$ cat config.mk
export PLATFORM = sky130hd
export DESIGN_NAME = ctrl_pipe_hazard_flat
export DESIGN_NICKNAME = d
export VERILOG_FILES = /design/src/rtl/ctrl_pipe_hazard_if.sv /design/src/rtl/ctrl_pipe_hazard.sv /design/src/flat_wrapper.sv
export SDC_FILE = /design/constraint.sdc
export NUM_CORES = 1
export LEC_CHECK = 0
export CORE_UTILIZATION = 45
export DETAILED_ROUTE_END_ITERATION = 8
export PLACE_DENSITY = 0.78
export SLEW_MARGIN = 0
export SYNTH_ARGS = -nofsm -noshare
export SYNTH_HDL_FRONTEND = slang
export SYNTH_SLANG_ARGS = --single-unit
$ cat constraint.sdc
create_clock -name clk -period 3.51 [get_ports clk]
set_input_delay 1.053 -clock clk [delete_from_list [all_inputs] [get_ports clk]]
set_output_delay 1.053 -clock clk [all_outputs]
set_load 0.1 [all_outputs]
$ cat src/rtl/ctrl_pipe_hazard_if.sv
// Control bundle between the decode-stage controller, this hazard/pipeline
// block and the datapath. The master side drives the decode-stage fields and
// consumes the pipelined control, stalls, flushes and forwarding selects.
interface ctrl_pipe_hazard_if #(
  parameter int REG_W = 5,
  parameter int CNT_W = 16
);
  // Decode-stage bundle
  logic             RegWriteD;
  logic             MemtoRegD;
  logic             MemWriteD;
  logic             ALUSrcD;
  logic             RegDstD;
  logic [2:0]       ALUControlD;
  logic             BranchD;
  logic             PCSrcD;
  logic             JumpD;
  logic [REG_W-1:0] RsD;
  logic [REG_W-1:0] RtD;
  logic [REG_W-1:0] RdD;

  // E stage
  logic             RegWriteE;
  logic             MemtoRegE;
  logic             MemWriteE;
  logic             ALUSrcE;
  logic             RegDstE;
  logic [2:0]       ALUControlE;
  logic [REG_W-1:0] RsE;
  logic [REG_W-1:0] RtE;
  logic [REG_W-1:0] RdE;
  logic [REG_W-1:0] WriteRegE;

  // M stage
  logic             RegWriteM;
  logic             MemtoRegM;
  logic             MemWriteM;
  logic [REG_W-1:0] WriteRegM;

  // W stage
  logic             RegWriteW;
  logic             MemtoRegW;
  logic [REG_W-1:0] WriteRegW;

  // Hazard unit results
  logic             StallF;
  logic             StallD;
  logic             FlushD;
  logic             FlushE;
  logic             PCRedirect;
  logic             ForwardAD;
  logic             ForwardBD;
  logic [1:0]       ForwardAE;
  logic [1:0]       ForwardBE;
  logic [CNT_W-1:0] stall_cnt;

  modport master (
    output RegWriteD, MemtoRegD, MemWriteD, ALUSrcD, RegDstD, ALUControlD,
           BranchD, PCSrcD, JumpD, RsD, RtD, RdD,
    input  RegWriteE, MemtoRegE, MemWriteE, ALUSrcE, RegDstE, ALUControlE,
           RsE, RtE, RdE, WriteRegE,
           RegWriteM, MemtoRegM, MemWriteM, WriteRegM,
           RegWriteW, MemtoRegW, WriteRegW,
           StallF, StallD, FlushD, FlushE, PCRedirect,
           ForwardAD, ForwardBD, ForwardAE, ForwardBE, stall_cnt
  );

  modport slave (
    input  RegWriteD, MemtoRegD, MemWriteD, ALUSrcD, RegDstD, ALUControlD,
           BranchD, PCSrcD, JumpD, RsD, RtD, RdD,
    output RegWriteE, MemtoRegE, MemWriteE, ALUSrcE, RegDstE, ALUControlE,
           RsE, RtE, RdE, WriteRegE,
           RegWriteM, MemtoRegM, MemWriteM, WriteRegM,
           RegWriteW, MemtoRegW, WriteRegW,
           StallF, StallD, FlushD, FlushE, PCRedirect,
           ForwardAD, ForwardBD, ForwardAE, ForwardBE, stall_cnt
  );
endinterface

$ cat src/rtl/ctrl_pipe_hazard.sv
// Carries decoded control through the E/M/W stage registers and resolves
// load-use and branch-operand hazards: stalls, flushes, redirect gating and
// forwarding selects. The stage registers themselves never stall; a stall
// holds F/D upstream and a bubble is injected into E instead.
module ctrl_pipe_hazard #(
  parameter int REG_W = 5,
  parameter int CNT_W = 16
) (
  input logic               clk,
  input logic               rst,
  ctrl_pipe_hazard_if.slave bus
);

  localparam logic [1:0] FWD_RF  = 2'b00;
  localparam logic [1:0] FWD_W   = 2'b01;
  localparam logic [1:0] FWD_M   = 2'b10;

  logic             r_RegWriteE, r_MemtoRegE, r_MemWriteE, r_ALUSrcE, r_RegDstE;
  logic [2:0]       r_ALUControlE;
  logic [REG_W-1:0] r_RsE, r_RtE, r_RdE;
  logic             r_RegWriteM, r_MemtoRegM, r_MemWriteM;
  logic [REG_W-1:0] r_WriteRegM;
  logic             r_RegWriteW, r_MemtoRegW;
  logic [REG_W-1:0] r_WriteRegW;
  logic [CNT_W-1:0] r_stall_cnt;

  logic [REG_W-1:0] w_WriteRegE;
  logic             w_lwstall, w_branchstall, w_stall, w_redirect;
  logic [1:0]       w_ForwardAE, w_ForwardBE;
  logic             w_ForwardAD, w_ForwardBD;

  // Operand select for E: the younger result in M beats the older one in W,
  // and register 0 is hard-wired so it never takes a forwarded value.
  function automatic logic [1:0] fwd_sel(input logic [REG_W-1:0] src,
                                         input logic             wr_m,
                                         input logic [REG_W-1:0] dst_m,
                                         input logic             wr_w,
                                         input logic [REG_W-1:0] dst_w);
    if ((src != '0) && wr_m && (src == dst_m))      return FWD_M;
    else if ((src != '0) && wr_w && (src == dst_w)) return FWD_W;
    else                                             return FWD_RF;
  endfunction

  // Increment that sticks at all-ones instead of wrapping.
  function automatic logic [CNT_W-1:0] sat_inc(input logic [CNT_W-1:0] v);
    return (v == {CNT_W{1'b1}}) ? v : v + CNT_W'(1);
  endfunction

  // Destination register and hazard / redirect / forwarding decisions.
  always_comb begin
    w_WriteRegE   = r_RegDstE ? r_RdE : r_RtE;
    w_lwstall     = r_MemtoRegE & ((r_RtE == bus.RsD) | (r_RtE == bus.RtD));
    w_branchstall = bus.BranchD &
                    ((r_RegWriteE & ((w_WriteRegE == bus.RsD) | (w_WriteRegE == bus.RtD))) |
                     (r_MemtoRegM & ((r_WriteRegM == bus.RsD) | (r_WriteRegM == bus.RtD))));
    w_stall       = w_lwstall | w_branchstall;
    // A stalled branch must not redirect; it re-evaluates once the stall clears.
    w_redirect    = (bus.PCSrcD | bus.JumpD) & ~w_stall;
    w_ForwardAE   = fwd_sel(r_RsE, r_RegWriteM, r_WriteRegM, r_RegWriteW, r_WriteRegW);
    w_ForwardBE   = fwd_sel(r_RtE, r_RegWriteM, r_WriteRegM, r_RegWriteW, r_WriteRegW);
    w_ForwardAD   = (bus.RsD != '0) & r_RegWriteM & (bus.RsD == r_WriteRegM);
    w_ForwardBD   = (bus.RtD != '0) & r_RegWriteM & (bus.RtD == r_WriteRegM);
  end

  // D -> E stage boundary: load the decode bundle or a bubble on a stall.
  always_ff @(posedge clk or posedge rst) begin
    if (rst) begin
      r_RegWriteE   <= 1'b0;
      r_MemtoRegE   <= 1'b0;
      r_MemWriteE   <= 1'b0;
      r_ALUSrcE     <= 1'b0;
      r_RegDstE     <= 1'b0;
      r_ALUControlE <= '0;
      r_RsE         <= '0;
      r_RtE         <= '0;
      r_RdE         <= '0;
    end else if (w_stall) begin
      r_RegWriteE   <= 1'b0;
      r_MemtoRegE   <= 1'b0;
      r_MemWriteE   <= 1'b0;
      r_ALUSrcE     <= 1'b0;
      r_RegDstE     <= 1'b0;
      r_ALUControlE <= '0;
      r_RsE         <= '0;
      r_RtE         <= '0;
      r_RdE         <= '0;
    end else begin
      r_RegWriteE   <= bus.RegWriteD;
      r_MemtoRegE   <= bus.MemtoRegD;
      r_MemWriteE   <= bus.MemWriteD;
      r_ALUSrcE     <= bus.ALUSrcD;
      r_RegDstE     <= bus.RegDstD;
      r_ALUControlE <= bus.ALUControlD;
      r_RsE         <= bus.RsD;
      r_RtE         <= bus.RtD;
      r_RdE         <= bus.RdD;
    end
  end

  // E -> M and M -> W stage boundaries: always advance.
  always_ff @(posedge clk or posedge rst) begin
    if (rst) begin
      r_RegWriteM <= 1'b0;
      r_MemtoRegM <= 1'b0;
      r_MemWriteM <= 1'b0;
      r_WriteRegM <= '0;
      r_RegWriteW <= 1'b0;
      r_MemtoRegW <= 1'b0;
      r_WriteRegW <= '0;
    end else begin
      r_RegWriteM <= r_RegWriteE;
      r_MemtoRegM <= r_MemtoRegE;
      r_MemWriteM <= r_MemWriteE;
      r_WriteRegM <= w_WriteRegE;
      r_RegWriteW <= r_RegWriteM;
      r_MemtoRegW <= r_MemtoRegM;
      r_WriteRegW <= r_WriteRegM;
    end
  end

  // Count stalled cycles, saturating.
  always_ff @(posedge clk or posedge rst) begin
    if (rst)          r_stall_cnt <= '0;
    else if (w_stall) r_stall_cnt <= sat_inc(r_stall_cnt);
  end

  assign bus.RegWriteE   = r_RegWriteE;
  assign bus.MemtoRegE   = r_MemtoRegE;
  assign bus.MemWriteE   = r_MemWriteE;
  assign bus.ALUSrcE     = r_ALUSrcE;
  assign bus.RegDstE     = r_RegDstE;
  assign bus.ALUControlE = r_ALUControlE;
  assign bus.RsE         = r_RsE;
  assign bus.RtE         = r_RtE;
  assign bus.RdE         = r_RdE;
  assign bus.WriteRegE   = w_WriteRegE;
  assign bus.RegWriteM   = r_RegWriteM;
  assign bus.MemtoRegM   = r_MemtoRegM;
  assign bus.MemWriteM   = r_MemWriteM;
  assign bus.WriteRegM   = r_WriteRegM;
  assign bus.RegWriteW   = r_RegWriteW;
  assign bus.MemtoRegW   = r_MemtoRegW;
  assign bus.WriteRegW   = r_WriteRegW;
  assign bus.StallF      = w_stall;
  assign bus.StallD      = w_stall;
  assign bus.FlushE      = w_stall;
  assign bus.PCRedirect  = w_redirect;
  assign bus.FlushD      = w_redirect;
  assign bus.ForwardAE   = w_ForwardAE;
  assign bus.ForwardBE   = w_ForwardBE;
  assign bus.ForwardAD   = w_ForwardAD;
  assign bus.ForwardBD   = w_ForwardBD;
  assign bus.stall_cnt   = r_stall_cnt;

endmodule

$ cat src/flat_wrapper.sv
// flat-port wrapper written by rule: the top's interface ports become plain ports
module ctrl_pipe_hazard_flat 
#(
  parameter int REG_W = 5,
  parameter int CNT_W = 16
)
  (clk, rst, bus_RegWriteD, bus_MemtoRegD, bus_MemWriteD, bus_ALUSrcD, bus_RegDstD, bus_ALUControlD, bus_BranchD, bus_PCSrcD, bus_JumpD, bus_RsD, bus_RtD, bus_RdD, bus_RegWriteE, bus_MemtoRegE, bus_MemWriteE, bus_ALUSrcE, bus_RegDstE, bus_ALUControlE, bus_RsE, bus_RtE, bus_RdE, bus_WriteRegE, bus_RegWriteM, bus_MemtoRegM, bus_MemWriteM, bus_WriteRegM, bus_RegWriteW, bus_MemtoRegW, bus_WriteRegW, bus_StallF, bus_StallD, bus_FlushD, bus_FlushE, bus_PCRedirect, bus_ForwardAD, bus_ForwardBD, bus_ForwardAE, bus_ForwardBE, bus_stall_cnt);
  ctrl_pipe_hazard_if #(.REG_W(REG_W), .CNT_W(CNT_W)) bus_i ();
  input logic clk;
  input logic rst;
  input wire logic [$bits(bus_i.RegWriteD)-1:0] bus_RegWriteD;
  input wire logic [$bits(bus_i.MemtoRegD)-1:0] bus_MemtoRegD;
  input wire logic [$bits(bus_i.MemWriteD)-1:0] bus_MemWriteD;
  input wire logic [$bits(bus_i.ALUSrcD)-1:0] bus_ALUSrcD;
  input wire logic [$bits(bus_i.RegDstD)-1:0] bus_RegDstD;
  input wire logic [$bits(bus_i.ALUControlD)-1:0] bus_ALUControlD;
  input wire logic [$bits(bus_i.BranchD)-1:0] bus_BranchD;
  input wire logic [$bits(bus_i.PCSrcD)-1:0] bus_PCSrcD;
  input wire logic [$bits(bus_i.JumpD)-1:0] bus_JumpD;
  input wire logic [$bits(bus_i.RsD)-1:0] bus_RsD;
  input wire logic [$bits(bus_i.RtD)-1:0] bus_RtD;
  input wire logic [$bits(bus_i.RdD)-1:0] bus_RdD;
  output wire logic [$bits(bus_i.RegWriteE)-1:0] bus_RegWriteE;
  output wire logic [$bits(bus_i.MemtoRegE)-1:0] bus_MemtoRegE;
  output wire logic [$bits(bus_i.MemWriteE)-1:0] bus_MemWriteE;
  output wire logic [$bits(bus_i.ALUSrcE)-1:0] bus_ALUSrcE;
  output wire logic [$bits(bus_i.RegDstE)-1:0] bus_RegDstE;
  output wire logic [$bits(bus_i.ALUControlE)-1:0] bus_ALUControlE;
  output wire logic [$bits(bus_i.RsE)-1:0] bus_RsE;
  output wire logic [$bits(bus_i.RtE)-1:0] bus_RtE;
  output wire logic [$bits(bus_i.RdE)-1:0] bus_RdE;
  output wire logic [$bits(bus_i.WriteRegE)-1:0] bus_WriteRegE;
  output wire logic [$bits(bus_i.RegWriteM)-1:0] bus_RegWriteM;
  output wire logic [$bits(bus_i.MemtoRegM)-1:0] bus_MemtoRegM;
  output wire logic [$bits(bus_i.MemWriteM)-1:0] bus_MemWriteM;
  output wire logic [$bits(bus_i.WriteRegM)-1:0] bus_WriteRegM;
  output wire logic [$bits(bus_i.RegWriteW)-1:0] bus_RegWriteW;
  output wire logic [$bits(bus_i.MemtoRegW)-1:0] bus_MemtoRegW;
  output wire logic [$bits(bus_i.WriteRegW)-1:0] bus_WriteRegW;
  output wire logic [$bits(bus_i.StallF)-1:0] bus_StallF;
  output wire logic [$bits(bus_i.StallD)-1:0] bus_StallD;
  output wire logic [$bits(bus_i.FlushD)-1:0] bus_FlushD;
  output wire logic [$bits(bus_i.FlushE)-1:0] bus_FlushE;
  output wire logic [$bits(bus_i.PCRedirect)-1:0] bus_PCRedirect;
  output wire logic [$bits(bus_i.ForwardAD)-1:0] bus_ForwardAD;
  output wire logic [$bits(bus_i.ForwardBD)-1:0] bus_ForwardBD;
  output wire logic [$bits(bus_i.ForwardAE)-1:0] bus_ForwardAE;
  output wire logic [$bits(bus_i.ForwardBE)-1:0] bus_ForwardBE;
  output wire logic [$bits(bus_i.stall_cnt)-1:0] bus_stall_cnt;
  assign bus_i.RegWriteD = bus_RegWriteD;
  assign bus_i.MemtoRegD = bus_MemtoRegD;
  assign bus_i.MemWriteD = bus_MemWriteD;
  assign bus_i.ALUSrcD = bus_ALUSrcD;
  assign bus_i.RegDstD = bus_RegDstD;
  assign bus_i.ALUControlD = bus_ALUControlD;
  assign bus_i.BranchD = bus_BranchD;
  assign bus_i.PCSrcD = bus_PCSrcD;
  assign bus_i.JumpD = bus_JumpD;
  assign bus_i.RsD = bus_RsD;
  assign bus_i.RtD = bus_RtD;
  assign bus_i.RdD = bus_RdD;
  assign bus_RegWriteE = bus_i.RegWriteE;
  assign bus_MemtoRegE = bus_i.MemtoRegE;
  assign bus_MemWriteE = bus_i.MemWriteE;
  assign bus_ALUSrcE = bus_i.ALUSrcE;
  assign bus_RegDstE = bus_i.RegDstE;
  assign bus_ALUControlE = bus_i.ALUControlE;
  assign bus_RsE = bus_i.RsE;
  assign bus_RtE = bus_i.RtE;
  assign bus_RdE = bus_i.RdE;
  assign bus_WriteRegE = bus_i.WriteRegE;
  assign bus_RegWriteM = bus_i.RegWriteM;
  assign bus_MemtoRegM = bus_i.MemtoRegM;
  assign bus_MemWriteM = bus_i.MemWriteM;
  assign bus_WriteRegM = bus_i.WriteRegM;
  assign bus_RegWriteW = bus_i.RegWriteW;
  assign bus_MemtoRegW = bus_i.MemtoRegW;
  assign bus_WriteRegW = bus_i.WriteRegW;
  assign bus_StallF = bus_i.StallF;
  assign bus_StallD = bus_i.StallD;
  assign bus_FlushD = bus_i.FlushD;
  assign bus_FlushE = bus_i.FlushE;
  assign bus_PCRedirect = bus_i.PCRedirect;
  assign bus_ForwardAD = bus_i.ForwardAD;
  assign bus_ForwardBD = bus_i.ForwardBD;
  assign bus_ForwardAE = bus_i.ForwardAE;
  assign bus_ForwardBE = bus_i.ForwardBE;
  assign bus_stall_cnt = bus_i.stall_cnt;
  ctrl_pipe_hazard #(.REG_W(REG_W), .CNT_W(CNT_W)) u_core (.clk(clk), .rst(rst), .bus(bus_i));
endmodule
== Word-level counts from Yosys, hierarchy flattened ==
Cells that the tools add are included.

* Input bits: 28
* Flip-flop bits (word level): 54
* Output and inout port bits: 70

* Add/subtract/negate cells: 1
* Reductions and logical operators: 13
* Eq/ne operators: 13
* Bitwise operators: 17
* Muxes and demuxes: 14

{| class="wikitable"
|+ Operators with widths
! operator !! count
|-
| $eq 5x5->1 || 12
|-
| $mux 5 || 4
|-
| $reduce_bool 5->1 || 4
|-
| $add 16x1->16 const B || 1
|-
| $eq 16x16->1 const B || 1
|-
| $and 1x1->1 || 9
|-
| $logic_and 1x1->1 || 8
|-
| $mux 1 || 7
|-
| $or 1x1->1 || 6
|-
| $mux 2 || 2
|-
| $mux 3 || 1
|-
| $not 1->1 || 2
|-
| $reduce_and 2->1 || 1
|}

== Logic depth before layout (Yosys ltp) ==
Gate-level depths: netlist (run 1).

* Depth after elaboration: 9
* Gate-level depth with buffers: 11

== Worst setup path before layout (run 1) ==
OpenSTA, ideal clock, no wires.

* Kind: reg2out
* Start: register u_core.r_RtE[2], in the netlist u_core.bus.RtE[2]
* End: output bus_ForwardBE[0]
* Arrival time: 6414 ps
* Setup slack: -3957 ps
* Buffers on the path: 1
* Stages on the path, launching flop included: 6
* Cell sequence: dfrtp_1 > clkbuf_1 > or4_1 > nor2_1 > nor4_1 > nor4_1

* Longest elaborated chain between the ends: 5
* Elaborated cells on any way between the ends: 9
* Those cells by class: 2 x eq/ne; 2 x mux; 5 x reduce/logical

{| class="wikitable"
|+ Ends and longest elaborated chain
! element !! RTL line !! RTL
|-
| start, declared || ctrl_pipe_hazard.sv:20 || <nowiki>logic [REG_W-1:0] r_RsE, r_RtE, r_RdE;</nowiki>
|-
| start signal, assigned || ctrl_pipe_hazard.sv:95 || <nowiki>r_RtE <= bus.RtD;</nowiki>
|-
| $reduce_bool 5->1 || ctrl_pipe_hazard.sv:39, ctrl_pipe_hazard.sv:40 ||
|-
| $logic_and 1x1->1 (2 in series) || ctrl_pipe_hazard.sv:40 || <nowiki>else if ((src != '0) && wr_w && (src == dst_w)) return FWD_W;</nowiki>
|-
| $mux 1 || ctrl_pipe_hazard.sv:40 ||
|-
| $mux 2 (*) || ctrl_pipe_hazard.sv:39 || <nowiki>if ((src != '0) && wr_m && (src == dst_m)) return FWD_M;</nowiki>
|-
| end, declared || flat_wrapper.sv:48 || <nowiki>output wire logic [$bits(bus_i.ForwardBE)-1:0] bus_ForwardBE;</nowiki>
|}

Every way passes the cells marked *; elsewhere a longest branch is shown, timed or not.

== Worst setup path in the final report (run 1) ==
* Start: input bus_RsD[1]
* End: output bus_PCRedirect

* Longest elaborated chain between the ends: 8
* Elaborated cells on any way between the ends: 14
* Those cells by class: 3 x eq/ne; 11 x bitwise

{| class="wikitable"
|+ Ends and longest elaborated chain
! element !! RTL line !! RTL
|-
| start, declared || flat_wrapper.sv:20 || <nowiki>input wire logic [$bits(bus_i.RsD)-1:0] bus_RsD;</nowiki>
|-
| $eq 5x5->1, on equally long branches || ctrl_pipe_hazard.sv:54, ctrl_pipe_hazard.sv:55 ||
|-
| $or 1x1->1, on equally long branches || ctrl_pipe_hazard.sv:54, ctrl_pipe_hazard.sv:55 ||
|-
| $and 1x1->1, on equally long branches || ctrl_pipe_hazard.sv:54, ctrl_pipe_hazard.sv:55 ||
|-
| $or 1x1->1 || ctrl_pipe_hazard.sv:54 || <nowiki>((r_RegWriteE & ((w_WriteRegE == bus.RsD) | (w_WriteRegE == bus.RtD))) |</nowiki>
|-
| $and 1x1->1 || ctrl_pipe_hazard.sv:53 || <nowiki>w_branchstall = bus.BranchD &</nowiki>
|-
| $or 1x1->1 (*) || ctrl_pipe_hazard.sv:56 || <nowiki>w_stall = w_lwstall | w_branchstall;</nowiki>
|-
| $not 1->1 (*) || ctrl_pipe_hazard.sv:58 || <nowiki>w_redirect = (bus.PCSrcD | bus.JumpD) & ~w_stall;</nowiki>
|-
| $and 1x1->1 (*) || ctrl_pipe_hazard.sv:58 ||
|-
| end, declared || flat_wrapper.sv:44 || <nowiki>output wire logic [$bits(bus_i.PCRedirect)-1:0] bus_PCRedirect;</nowiki>
|}

Marks and branches as above.

==> impl_metrics.csv, run 1 <==
group,metric,value,unit
outcome,status,"finished, final reports clean",
clock_network,holdBufCountCts,0,
sta,hold_violations,0,
synthesis,synth_cell_types,35,
placement,gp_congestion,0.879,
global_routing,use_met2,40.3,%
sta,finalClockSkew,0.00698,ns
global_routing,grt_pass1_vias,2120,
worst_setup_path,reg2reg_slack,0.72,ns
global_routing,grt_util_all_layers,22.0,%
routing,drt-total-wl,6.84,mm
routing,antenna_left,0,
clock_network,htreeDepth,2,
sta,finalCriticalPeriod,3.46,ns
routing,drc,0,
synthesis,synth_edf_count,0,
worst_setup_path,path_class,"primary input to primary output",
placement,dpl.hpwl,4.91,mm
synthesis,ys_seq_area_share,49.4,%
floorplan,initial_core_util,46.5,%
floorplan,std_cell_rows,28,
global_routing,grt.busiest_layer,"met2",
sta,tightest_slew,0.679,ns
synthesis,synth_top_area_share,49.4,%
global_routing,globalRouteMet3Util,4.34,%
global_routing,grt_max_degree,55,
layout,fin_util,71.3,%
synthesis,ys_ff_latch,54,
placement,place_ws,-0.442,ns
global_routing,met1_usage,26.4,%
synthesis,async_reset_ff_share,100,%
clock_network,cts.path.max_buffers,2,
sta,post-route-period-util,98.5,%
global_routing,grt_pass1_wl,10.5,mm
clock_network,cts_tree,"yes",
routing,vias_per_cell,5.14,
worst_setup_path,cp.required,2.46,ns
worst_setup_path,critPathLaunchType,"primary input",
routing,routedWlPerCell,16.1,µm
sta,slew_viol_final,0,
global_routing,grt_overflow_total,0,
sta,worst_slack,0.0517,ns
synthesis,yosysTopAreaCell,"dfrtp_1",
sta,clock.fmax,0.289,GHz
worst_setup_path,cp_data_arrival_time,2.41,ns
synthesis,synth_nets,277,
global_routing,antenna_found_initial,0,
routing,dr.pass1.iters,4,
synthesis,yosys_warnings,0,
worst_setup_path,crit_fanout,4,
synthesis,synthTopCellsByCount,"54 x dfrtp_1, 36 x xnor2_1, 25 x xor2_1",
clock_network,numCtsBuffers,5,
clock_network,cts_root_buffer,"clkbuf_8",
sta,setup_viol,0,
layout,drive_gt1_share,45.0,%
floorplan,fp.dieW,80.0,µm
routing,drtIter0Drc,68,
floorplan,ios,98,
synthesis,synthTopCellsByArea,"dfrtp_1 49%, xnor2_1 12%, xor2_1 8.0%",
synthesis,synth_most_common_cell,"dfrtp_1",
synthesis,netlist_instances,248,
clock_network,clk-insertion-delay-late,0.30,ns
floorplan,fp.dieH,80.0,µm
layout,syn_to_final_growth,53.3,%
layout,finalNetCount,379,
layout,diodes,0,
power_and_ir_drop,ir_drop,488,µV
clock_network,cts_sinks,54,
sta,max-slew-margin-rel,54.7,%
clock_network,clk_pin_slew_worst_paths,0.09,ns
synthesis,syn_area_per_cell,11.0,µm²
power_and_ir_drop,powerDensity,591,mW/mm²
synthesis,syn_area,0.00274,mm²
power_and_ir_drop,p_leak,1.83,nW
routing,vias,2189,
floorplan,core,0.00589,mm²
min_path,hold_path.class,"register to register",
floorplan,dieArea,0.00640,mm²
placement,portBuffers,97,
job,max_cap_violations,0,
synthesis,synthFlopType,"dfrtp_1",
worst_setup_path,cp-end-kind,"primary output",
==> metal layers <==
layer	vias up	part of all wire, %
met1	1080	39
li1	1031	-
met2	67	54
met3	11	4.9
met5	-	0
met4	0	1.2
==> registers in the layout (all words and copies together), names as in the netlist, 3 cells and up <==
signal,count
u_core.bus.stall_cnt,16
u_core.bus.RsE,5
u_core.bus.WriteRegW,5
u_core.bus.ALUControlE,3
u_core.bus.WriteRegM,5
u_core.bus.RtE,5
u_core.bus.RdE,5
==> layout by cell type (no fill, tap or decap), types with 4 or more instances in the layout <==
| cell | n |
|---|---|
| nand4_1 | 9 |
| buf_12 | 12 |
| nand3_1 | 7 |
| clkdlybuf4s50_1 | 17 |
| nor2_1 | 12 |
| xnor2_1 | 25 |
| buf_4 | 73 |
| dfrtp_2 | 20 |
| buf_6 | 6 |
| inv_1 | 6 |
| xor2_1 | 23 |
| dfrtp_1 | 34 |
| nor4_4 | 6 |
| clkbuf_8 | 5 |
| nand2_1 | 12 |
| mux2i_4 | 4 |
| and2_1 | 23 |
| xnor2_2 | 8 |
==> final timing paths <==
| check | from | endpoint | cells past startpoint |
|---|---|---|---|
| setup / recovery | bus_RsD[1] | bus_PCRedirect | 9 |
| hold / removal | u_core.bus.MemWriteE | u_core.bus.MemWriteM | 0 |
| setup reg to reg | u_core.bus.RegDstE | u_core.bus.stall_cnt[9] | 9 |
| hold reg to reg | u_core.bus.MemWriteE | u_core.bus.MemWriteM | 0 |
| max in group asynchronous | rst | u_core.bus.RsE[3] | 3 |
| min in group asynchronous | rst | u_core.bus.MemtoRegW | 3 |
==> worst max-delay path, stage by stage <==
cell and delay, ns:
buf_4 0.13, buf_4 0.15, xnor2_4 0.19, nor4_4 0.05
nand4_1 0.09, and4_4 0.26, clkinvlp_4 0.13, nor2_4 0.16
buf_12 0.19
==> report_power, final <==
group,total (mW),internal (mW),leakage [nW],switching [mW]
clock,0.404,0.214,0.0524,0.191
sequential,0.818,0.699,0.641,0.120
combinational,1.26,0.352,1.14,0.904
==> cell families (layout without fill, tap and decap cells) <==
group                      Yosys count  in the layout  share of synthesized area [%]
muxes                               10             10                           4.25
DFF                                 54             54                           49.4
buffers and inverters               23            126                           4.30
xor gates and xnor gates            61             61                           19.5
and+or+nand+nor                     95             95                           20.9
AOI/OAI and AO/OA                    4              4                           1.19
adders and majority gates            1              1                          0.457
==> what timing repair did <==
action | in CTS | in global routing
endpoints found under the hold margin | 0 | 0
gates resized for setup | 44 | 42
buffers inserted | 0 | 3
endpoints found under the setup margin | 7 | 5
pin swaps | 6 | 13
==> final cells by class <==
cell class / count / area [µm²]
fill: 423 / 1690
multi-input combinational: 171 / 1540
clock buffer: 7 / 76.3
sequential: 54 / 1380
tap: 75 / 93.8
timing repair buffer: 110 / 1040
clock inverter: 1 / 30.0
inverter: 8 / 33.8
==> stage by stage <==
stage | instances | hold WS (ns) | setup TNS [ns] | instance area, µm² | power (mW)
floorplan | 248 | 0.728 | -3.24 | 2940 | 1.75
global placement | 415 | 0.359 | -2.43 | 3890 | 2.01
detailed placement | 415 | 0.379 | -2.79 | 3890 | 2.02
CTS | 423 | 0.404 | 0 | 3960 | 2.43
global route | 426 | 0.431 | -0.0445 | 4200 | 2.58
finish | 426 | 0.395 | 0 | 4200 | 2.48
No activity file was read; power rests on OpenSTA's default activity.
==> run 2, diff against run 1 <==
- CAP_MARGIN: default -> 10
- TNS_END_PERCENT: default -> 100
==> results of run 2 <==
Final layout, timing and power as in run 1 (identical DEF).
